<file path="src/rtl/jtag_tap_controller_if.sv">
// JTAG pin bundle between the board-side probe and the TAP controller.
// master drives TMS/TDI; slave (the TAP) drives TDO and its enable.
interface jtag_tap_controller_if;
    logic jtagTms;
    logic jtagSerialIn;
    logic jtagSerialOut;
    logic jtagSerialOutEn;

    modport master (
        output jtagTms,
        output jtagSerialIn,
        input  jtagSerialOut,
        input  jtagSerialOutEn
    );

    modport slave (
        input  jtagTms,
        input  jtagSerialIn,
        output jtagSerialOut,
        output jtagSerialOutEn
    );
endinterface

</file>
<file path="src/rtl/jtag_tap_controller.sv">
// IEEE 1149.1-style TAP controller: 16-state FSM, IR, BYPASS and USER data registers.
// Define JTAG_IDCODE_EN to add the 32-bit IDCODE register and make it the reset instruction.
module jtag_tap_controller #(
    parameter int          IR_WIDTH     = 4,
    parameter int          DR_WIDTH     = 8,
    parameter logic [31:0] IDCODE_VALUE = 32'h1000_0001,
    parameter int          IDCODE_OPC   = 1,
    parameter int          USER_OPC     = 2
) (
    input  logic                 clk,
    input  logic                 reset,
    jtag_tap_controller_if.slave jtag,
    output logic [3:0]           tapState,
    output logic [IR_WIDTH-1:0]  irValue,
    input  logic [DR_WIDTH-1:0]  userDrIn,
    output logic [DR_WIDTH-1:0]  userDrOut,
    output logic                 userUpdatePulse
);

    typedef enum logic [3:0] {
        TLR    = 4'd0,  RTI    = 4'd1,  SEL_DR = 4'd2,  CAP_DR = 4'd3,
        SH_DR  = 4'd4,  EX1_DR = 4'd5,  PAU_DR = 4'd6,  EX2_DR = 4'd7,
        UPD_DR = 4'd8,  SEL_IR = 4'd9,  CAP_IR = 4'd10, SH_IR  = 4'd11,
        EX1_IR = 4'd12, PAU_IR = 4'd13, EX2_IR = 4'd14, UPD_IR = 4'd15
    } tapState_t;

    localparam logic [IR_WIDTH-1:0] USER_CODE   = IR_WIDTH'(USER_OPC);
    localparam logic [IR_WIDTH-1:0] IR_CAPTURE  = IR_WIDTH'(2'b01);
`ifdef JTAG_IDCODE_EN
    localparam logic [IR_WIDTH-1:0] IDCODE_CODE = IR_WIDTH'(IDCODE_OPC);
    localparam logic [IR_WIDTH-1:0] IR_RESET    = IDCODE_CODE;
`else
    localparam logic [IR_WIDTH-1:0] IR_RESET    = '1;
`endif

    if (IR_WIDTH < 2 || DR_WIDTH < 1 || IDCODE_VALUE[0] != 1'b1 ||
        IDCODE_OPC < 0 || IDCODE_OPC >= (1 << IR_WIDTH)) begin : gBadParams
        $error("jtag_tap_controller: illegal parameter combination");
    end

    tapState_t state, nextState;

    logic [IR_WIDTH-1:0] irShift;
    logic [DR_WIDTH-1:0] userShift;
    logic                bypassReg;
    logic                selUser;
    logic                tdo;
`ifdef JTAG_IDCODE_EN
    logic [31:0]         idcodeShift;
    logic                selIdcode;
`endif

    wire tms = jtag.jtagTms;
    wire tdi = jtag.jtagSerialIn;

    always_ff @(posedge clk or negedge reset) begin
        if (!reset) state <= TLR;
        else        state <= nextState;
    end

    always_comb begin
        nextState = state;
        unique case (state)
            TLR:    nextState = tms ? TLR    : RTI;
            RTI:    nextState = tms ? SEL_DR : RTI;
            SEL_DR: nextState = tms ? SEL_IR : CAP_DR;
            CAP_DR: nextState = tms ? EX1_DR : SH_DR;
            SH_DR:  nextState = tms ? EX1_DR : SH_DR;
            EX1_DR: nextState = tms ? UPD_DR : PAU_DR;
            PAU_DR: nextState = tms ? EX2_DR : PAU_DR;
            EX2_DR: nextState = tms ? UPD_DR : SH_DR;
            UPD_DR: nextState = tms ? SEL_DR : RTI;
            SEL_IR: nextState = tms ? TLR    : CAP_IR;
            CAP_IR: nextState = tms ? EX1_IR : SH_IR;
            SH_IR:  nextState = tms ? EX1_IR : SH_IR;
            EX1_IR: nextState = tms ? UPD_IR : PAU_IR;
            PAU_IR: nextState = tms ? EX2_IR : PAU_IR;
            EX2_IR: nextState = tms ? UPD_IR : SH_IR;
            UPD_IR: nextState = tms ? SEL_DR : RTI;
            default: nextState = TLR;
        endcase
    end

    // DR selection follows the committed instruction, which only moves in UPD_IR or TLR.
    assign selUser = (irValue == USER_CODE);
`ifdef JTAG_IDCODE_EN
    assign selIdcode = !selUser && (irValue == IDCODE_CODE);
`endif

    always_ff @(posedge clk or negedge reset) begin
        if (!reset) begin
            irShift <= '0;
            irValue <= IR_RESET;
        end else begin
            if (state == CAP_IR)     irShift <= IR_CAPTURE;
            else if (state == SH_IR) irShift <= {tdi, irShift[IR_WIDTH-1:1]};

            if (nextState == TLR)     irValue <= IR_RESET;
            else if (state == UPD_IR) irValue <= irShift;
        end
    end

    always_ff @(posedge clk or negedge reset) begin
        if (!reset) begin
            bypassReg       <= 1'b0;
            userShift       <= '0;
            userDrOut       <= '0;
            userUpdatePulse <= 1'b0;
        end else begin
            userUpdatePulse <= 1'b0;
            if (state == CAP_DR) begin
                bypassReg <= 1'b0;
                if (selUser) userShift <= userDrIn;
            end else if (state == SH_DR) begin
                bypassReg <= tdi;
                // Shift expressed without slicing so DR_WIDTH=1 stays legal.
                if (selUser) userShift <= (userShift >> 1) | (DR_WIDTH'(tdi) << (DR_WIDTH - 1));
            end else if (state == UPD_DR && selUser) begin
                userDrOut       <= userShift;
                userUpdatePulse <= 1'b1;
            end
        end
    end

`ifdef JTAG_IDCODE_EN
    always_ff @(posedge clk or negedge reset) begin
        if (!reset) begin
            idcodeShift <= '0;
        end else if (selIdcode) begin
            if (state == CAP_DR)     idcodeShift <= IDCODE_VALUE;
            else if (state == SH_DR) idcodeShift <= {tdi, idcodeShift[31:1]};
        end
    end
`endif

    always_comb begin
        tdo = 1'b0;
        if (state == SH_IR) begin
            tdo = irShift[0];
        end else if (state == SH_DR) begin
            if (selUser) tdo = userShift[0];
`ifdef JTAG_IDCODE_EN
            else if (selIdcode) tdo = idcodeShift[0];
`endif
            else tdo = bypassReg;
        end
    end

    assign jtag.jtagSerialOut   = tdo;
    assign jtag.jtagSerialOutEn = (state == SH_DR) || (state == SH_IR);
    assign tapState             = state;

endmodule
</file>
<file path="src/flat_wrapper.sv">
// flat-port wrapper written by rule: the top's interface ports become plain ports
module jtag_tap_controller_flat 
#(
    parameter int          IR_WIDTH     = 4,
    parameter int          DR_WIDTH     = 8,
    parameter logic [31:0] IDCODE_VALUE = 32'h1000_0001,
    parameter int          IDCODE_OPC   = 1,
    parameter int          USER_OPC     = 2
)
  (clk, reset, tapState, irValue, userDrIn, userDrOut, userUpdatePulse, jtag_jtagTms, jtag_jtagSerialIn, jtag_jtagSerialOut, jtag_jtagSerialOutEn);
  jtag_tap_controller_if jtag_i ();
  input  logic clk;
  input  logic reset;
  output logic [3:0] tapState;
  output logic [IR_WIDTH-1:0] irValue;
  input  logic [DR_WIDTH-1:0] userDrIn;
  output logic [DR_WIDTH-1:0] userDrOut;
  output logic userUpdatePulse;
  input wire logic [$bits(jtag_i.jtagTms)-1:0] jtag_jtagTms;
  input wire logic [$bits(jtag_i.jtagSerialIn)-1:0] jtag_jtagSerialIn;
  output wire logic [$bits(jtag_i.jtagSerialOut)-1:0] jtag_jtagSerialOut;
  output wire logic [$bits(jtag_i.jtagSerialOutEn)-1:0] jtag_jtagSerialOutEn;
  assign jtag_i.jtagTms = jtag_jtagTms;
  assign jtag_i.jtagSerialIn = jtag_jtagSerialIn;
  assign jtag_jtagSerialOut = jtag_i.jtagSerialOut;
  assign jtag_jtagSerialOutEn = jtag_i.jtagSerialOutEn;
  jtag_tap_controller #(.IR_WIDTH(IR_WIDTH), .DR_WIDTH(DR_WIDTH), .IDCODE_VALUE(IDCODE_VALUE), .IDCODE_OPC(IDCODE_OPC), .USER_OPC(USER_OPC)) u_core (.clk(clk), .reset(reset), .jtag(jtag_i), .tapState(tapState), .irValue(irValue), .userDrIn(userDrIn), .userDrOut(userDrOut), .userUpdatePulse(userUpdatePulse));
endmodule
</file>
<file path="config.mk">
export PLATFORM = sky130hd
export DESIGN_NAME = jtag_tap_controller_flat
export DESIGN_NICKNAME = d
export VERILOG_FILES = /design/src/rtl/jtag_tap_controller_if.sv /design/src/rtl/jtag_tap_controller.sv /design/src/flat_wrapper.sv
export SDC_FILE = /design/constraint.sdc
export NUM_CORES = 1
export LEC_CHECK = 0
export ABC_AREA = 1
export CORE_ASPECT_RATIO = 0.75
export CORE_MARGIN = 3
export CORE_UTILIZATION = 46
export DETAILED_ROUTE_END_ITERATION = 6
export PLACE_DENSITY_LB_ADDON = 0.12
export SYNTH_ARGS = -nofsm -noshare
export SYNTH_HDL_FRONTEND = slang
export SYNTH_SLANG_ARGS = --single-unit
</file>
<file path="constraint.sdc">
create_clock -name clk -period 1.59 [get_ports clk]
set_clock_uncertainty 0.2 [all_clocks]
set_input_delay 0.159 -clock clk [delete_from_list [all_inputs] [get_ports clk]]
set_output_delay 0.159 -clock clk [all_outputs]
set_load 0.005 [all_outputs]
</file>
; Word level (Yosys, flattened, before mapping)
; Cells that the tools add are included.
[word_totals]
reg_bits = 30
input_bits = 12
word_cells = 67
[classes]
n_eq_ne = 16
muxes = 29
bitwise_logic = 3
n_reduce_logical = 12
[op_table]
columns = operator, count
row1 = one-hot mux 4 bit (12 select lines), 1
row2 = equality test 4 bit (second input constant), 8
row3 = 2-to-1 mux 4 bit, 8
row4 = 2-to-1 mux 8 bit, 4
row5 = equality test 4 x 3 -> 1 bit (second input constant), 4
row6 = equality test 4 x 2 -> 1 bit (second input constant), 3
row7 = 2-to-1 mux 1 bit, 11
row8 = logical NOT 4 bit, 2
row9 = OR 7 x 8 -> 8 bit, 1
row10 = 2-to-1 mux 2 bit, 3
row11 = 2-to-1 mux 3 bit, 2
row12 = nonzero test 2 bit, 3
row13 = equality test 4 x 1 -> 1 bit (second input constant), 1
row14 = OR reduction 2 bit, 2
row15 = AND reduction 3 bit, 1
row16 = OR reduction 3 bit, 1
row17 = NOT 1 bit, 2
row18 = AND reduction 2 bit, 1
row19 = logical AND 1 bit, 1
row20 = logical OR 1 bit, 1

; Longest topological paths before layout
[logic_depth]
ltp_word = 5
ltp_mapped = 10

; Worst setup path after synthesis
; No wires, ideal clock.
[synth_timing]
kind = flip-flop to flip-flop
from = register u_core.state[3], in the netlist u_core.tapState[3]
to = register u_core.userShift[4]
setup_time_ns = 0.074
t_arrival_ns = 1.310
path_slack_ns = 0.006
stages_incl_launch_ff = 7
n_path_buf = 1
synth_period_minus_slack_ns = 1.584
path_cell_list = dfrtp_1 nor2_2 nand2_4 a21oi_4 buf_6 o211ai_2 o21ai_2
[synth_via]
elab_chain_len = 3
[synth_lines]
columns = element, line_no
row1 = "start, declared", jtag_tap_controller.sv:41  ; tapState_t state, nextState;
row2 = "start signal, assigned", jtag_tap_controller.sv:58  ; else state <= nextState;
row3 = equality test 4 x 3 -> 1 bit / equality test 4 x 2 -> 1 bit (equally long branches), "jtag_tap_controller.sv:114, jtag_tap_controller.sv:111"
row4 = nonzero test 2 bit (no line), -
row5 = AND reduction 2 bit (no line), -
row6 = "end signal, assigned", jtag_tap_controller.sv:113  ; if (selUser) userShift <= userDrIn;
row7 = "end signal, assigned", jtag_tap_controller.sv:117  ; if (selUser) userShift <= (userShift >> 1) | (DR_WIDTH'(tdi) << (DR_WIDTH - 1));
row8 = "end, declared", jtag_tap_controller.sv:44  ; logic [DR_WIDTH-1:0] userShift;
; Parallel ways exist; a longest one is shown, timed or not.
; A chain may end at the register's enable or synchronous reset.

; Final worst setup path
[layout_timing]
from = register u_core.state[1], in the netlist u_core.tapState[1]
to = register u_core.irValue[1]
[layout_via]
elab_chain_len = 5
[layout_lines]
columns = element, line_no
row1 = equality test 4 x 1 -> 1 bit (tied with other cells), jtag_tap_controller.sv:63  ; unique case (state)
row2 = OR reduction 3 bit (no line) / OR reduction 2 bit (equally long branches), -
row3 = one-hot mux 4 bit (12 select lines) (*), jtag_tap_controller.sv:63
row4 = named net u_core.nextState[1], jtag_tap_controller.sv:41
row5 = logical NOT 4 bit (*), jtag_tap_controller.sv:98  ; if (nextState == TLR) irValue <= IR_RESET;
row6 = 2-to-1 mux 4 bit / nonzero test 2 bit (equally long branches), -
row7 = "end signal, assigned", jtag_tap_controller.sv:99  ; else if (state == UPD_IR) irValue <= irShift;
row8 = "end, declared", jtag_tap_controller.sv:14  ; output logic [IR_WIDTH-1:0] irValue,
; The timed path passes the listed nets; every way through them passes the cells marked *.

==> qor.txt <==
status = complete, but fails checks
failing checks = negative setup slack
GP Congestion = 0.885
Total Routing Usage GR = 23.3%
CP Max Fanout = 5
Max stage delay on crit path = 430 ps
Mapped Area = 0.00158 mm^2
Sink Count = 30
chip width = 73.6 um
Power Density = 1420 mW/mm^2
synth top area cells = dfrtp_1 41%, nand2_1 13%, dfstp_2 6.7%, o21ai_2 5.0%, nor2_1 4.8%
area delta synth->final = 67.9%
worst-skew pair later-pin latency = 290 ps
number of flops mapped to enable cells by yosys = 0
IO Count = 31
Unique masters post-synth = 28
vias in the first global route = 1,660
DR vias = 1,734
cells after synthesis = 195
Setup violations, final = 24
fin area = 0.00265 mm^2
cell with the most instances after synthesis = nand2_1
post-detail-place hpwl = 2.93 mm
Placement Setup Slack = -290 ps
relative max-transition margin = 74.2%
clock root buffer = clkbuf_8
Layout Nets = 281
post-layout minimum cycle time = 1890 ps
Congestion Overflow GR = 0
CTS Buf Count = 5
crit path DAT = 1920 ps
Yosys top cell by area = dfrtp_1
initial antenna violation count = 0
CTS max path bufs = 2
syn nets = 207
CTS tree = built
critical path, cell by cell = buf_6 -> buf_4 -> o211ai_1 -> nand2_1 -> nor2_1 -> nand2_1 -> inv_1 -> nand3_4 -> nand2_1
vias per cell = 5.63
H-tree levels = 2
yosys warns = 0
Min-Delay Path Class = in -> async
startpoint types = register
CP Capture Type = register
fmax = 0.530 GHz
Clock Pin Slew Worst Setup and Hold Paths = 70 ps
Fin Hold WS = 29.3 ps
Final Cycle Share = 119%
RSZ-0062 raised after global routing = yes
post-layout util = 85.2%
ranking of synthesized cells by instance count = 55 x nand2_1, 26 x dfrtp_1, 20 x nor2_1
final slew viol count = 0
Final Hold Vio Count = 0
first-pass GRT wire length = 7.45 mm
Mean Syn Cell Area = 8.08 um^2
Lkg Pwr = 1.24 nW
Yosys top cell area share = 41.3%
I/O Buffers = 30
largest net degree at the start of global routing = 31
# hold bufs at CTS = 0
Setup CP Type = reg -> reg
Synth Register Bits = 30
Req. time, crit path = 1620 ps
Die Area = 0.00417 mm^2
Overall Power = 3.76 mW
worst-margin pin slew = 385 ps
crit-path leading delay family = simple AND/OR/NAND/NOR gates
Core Box Area = 0.00311 mm^2
share of cells above drive strength 1 = 47.8%
sequential share of the synthesized area = 47.9%
row count = 17
DRC Markers = 0
die height = 56.7 um
initial DRC count = 119
Initial DRT Pass Iterations = 4
Primary FF master, synth = dfrtp_1
R2R setup slack = -300 ps
Max stage delay cell, worst path = dfrtp_1
max capacitance violation total = 0
number of diodes = 0
share of async-settable or async-resettable flops after synthesis = 100%
Max rail drop VDD = 1.01 mV
placed cell area = 0.00212 mm^2
most frequent CP cell = nand2_1
Buf/Inv on CP = 3
drt wl/cell = 18.4 um
Antenna Nets Post-Route = 0
Initial Utilization = 50.8%
Routed WL = 5.67 mm
Final WS setup = -296 ps
-- worst paths after layout --
check	cells after the start	to	startpoint
setup / recovery	9	u_core.irValue[1]	u_core.tapState[1]
hold / removal	2	u_core.irShift[2]	reset
setup reg to reg	9	u_core.irValue[1]	u_core.tapState[1]
hold reg to reg	2	u_core.userDrOut[7]	u_core.userDrOut[7]
max in group asynchronous	2	u_core.irValue[1]	reset
min in group clk	3	u_core.userShift[6]	userDrIn[6]
-- layout by cell type (no fill, tap or decap), types with 3 or more instances in the layout --
master / count
inv_2: 6
buf_4: 26
inv_4: 3
clkbuf_8: 6
clkdlybuf4s50_1: 20
buf_12: 3
nor2_1: 8
dfstp_2: 4
o21ai_2: 10
inv_1: 14
nor2_4: 12
o211ai_1: 5
nand2_2: 13
dfrtp_1: 26
nor2_2: 6
nand2_4: 10
o21ai_1: 5
buf_6: 14
inv_6: 3
o21ai_0: 6
nand3_1: 6
dlygate4sd2_1: 7
nand2_1: 35
-- registers in the layout, summed over array words and instances (netlist names) --
register / count
u_core.userDrOut: 8
u_core.irValue: 4
u_core.tapState: 4
u_core.userUpdatePulse: 1
u_core.irShift: 4
u_core.userShift: 8
u_core.bypassReg: 1
-- per-layer routing --
metal  wire length (um)  up-vias  track usage [%]
met1               2170      834             29.0
li1                   -      776                -
met3                390       28             5.72
met5                  0        -                0
met2               2850       96             38.0
met4                265        0             9.56
-- through the flow --
stage,setup TNS [ps],std cells
after detailed placement,-2520,286
after floorplan,0,195
final,-2980,308
after global placement,-1910,286
after CTS,-1000,301
after global routing,-4310,308
-- worst register-to-register path, stage by stage, from the launching register on --
cell      delay (ps)
dfrtp_1          430
buf_6            160
buf_4            130
o211ai_1         200
nand2_1          120
nor2_1           150
nand2_1          130
inv_1            120
nand3_4          110
nand2_1           80
-- layout make-up --
| cell class | instances | area [um^2] |
|---|---|---|
| multi-input cells | 133 | 933 |
| well taps | 38 | 47.5 |
| repair buffers | 72 | 689 |
| clock inverters | 2 | 12.5 |
| clock buffers | 6 | 82.6 |
| inverters | 27 | 125 |
| fillers | 154 | 459 |
| flip-flops and latches | 30 | 756 |
-- timing repair --
action,4_1_cts,5_1_grt
buffers inserted,7,11
resized for setup,45,67
pin swaps,15,24
endpoints found under the setup margin,31,29
endpoints found under the hold margin,0,0
cloned,0,0
-- kinds of logic after synthesis --
kind of cell / count (synthesis) / share of synthesized area (%)
compound gates: 36 / 16.7
buf+inv: 32 / 8.81
flops: 30 / 47.9
simple gates: 97 / 26.5
-- report_power, final --
group	total (mW)	switching, mW	internal [mW]
combinational	2.15	1.20	0.951
clock	0.656	0.308	0.347
sequential	0.956	0.0810	0.875
total	3.76	1.59	2.17
No activity file was read; power rests on OpenSTA's default activity.
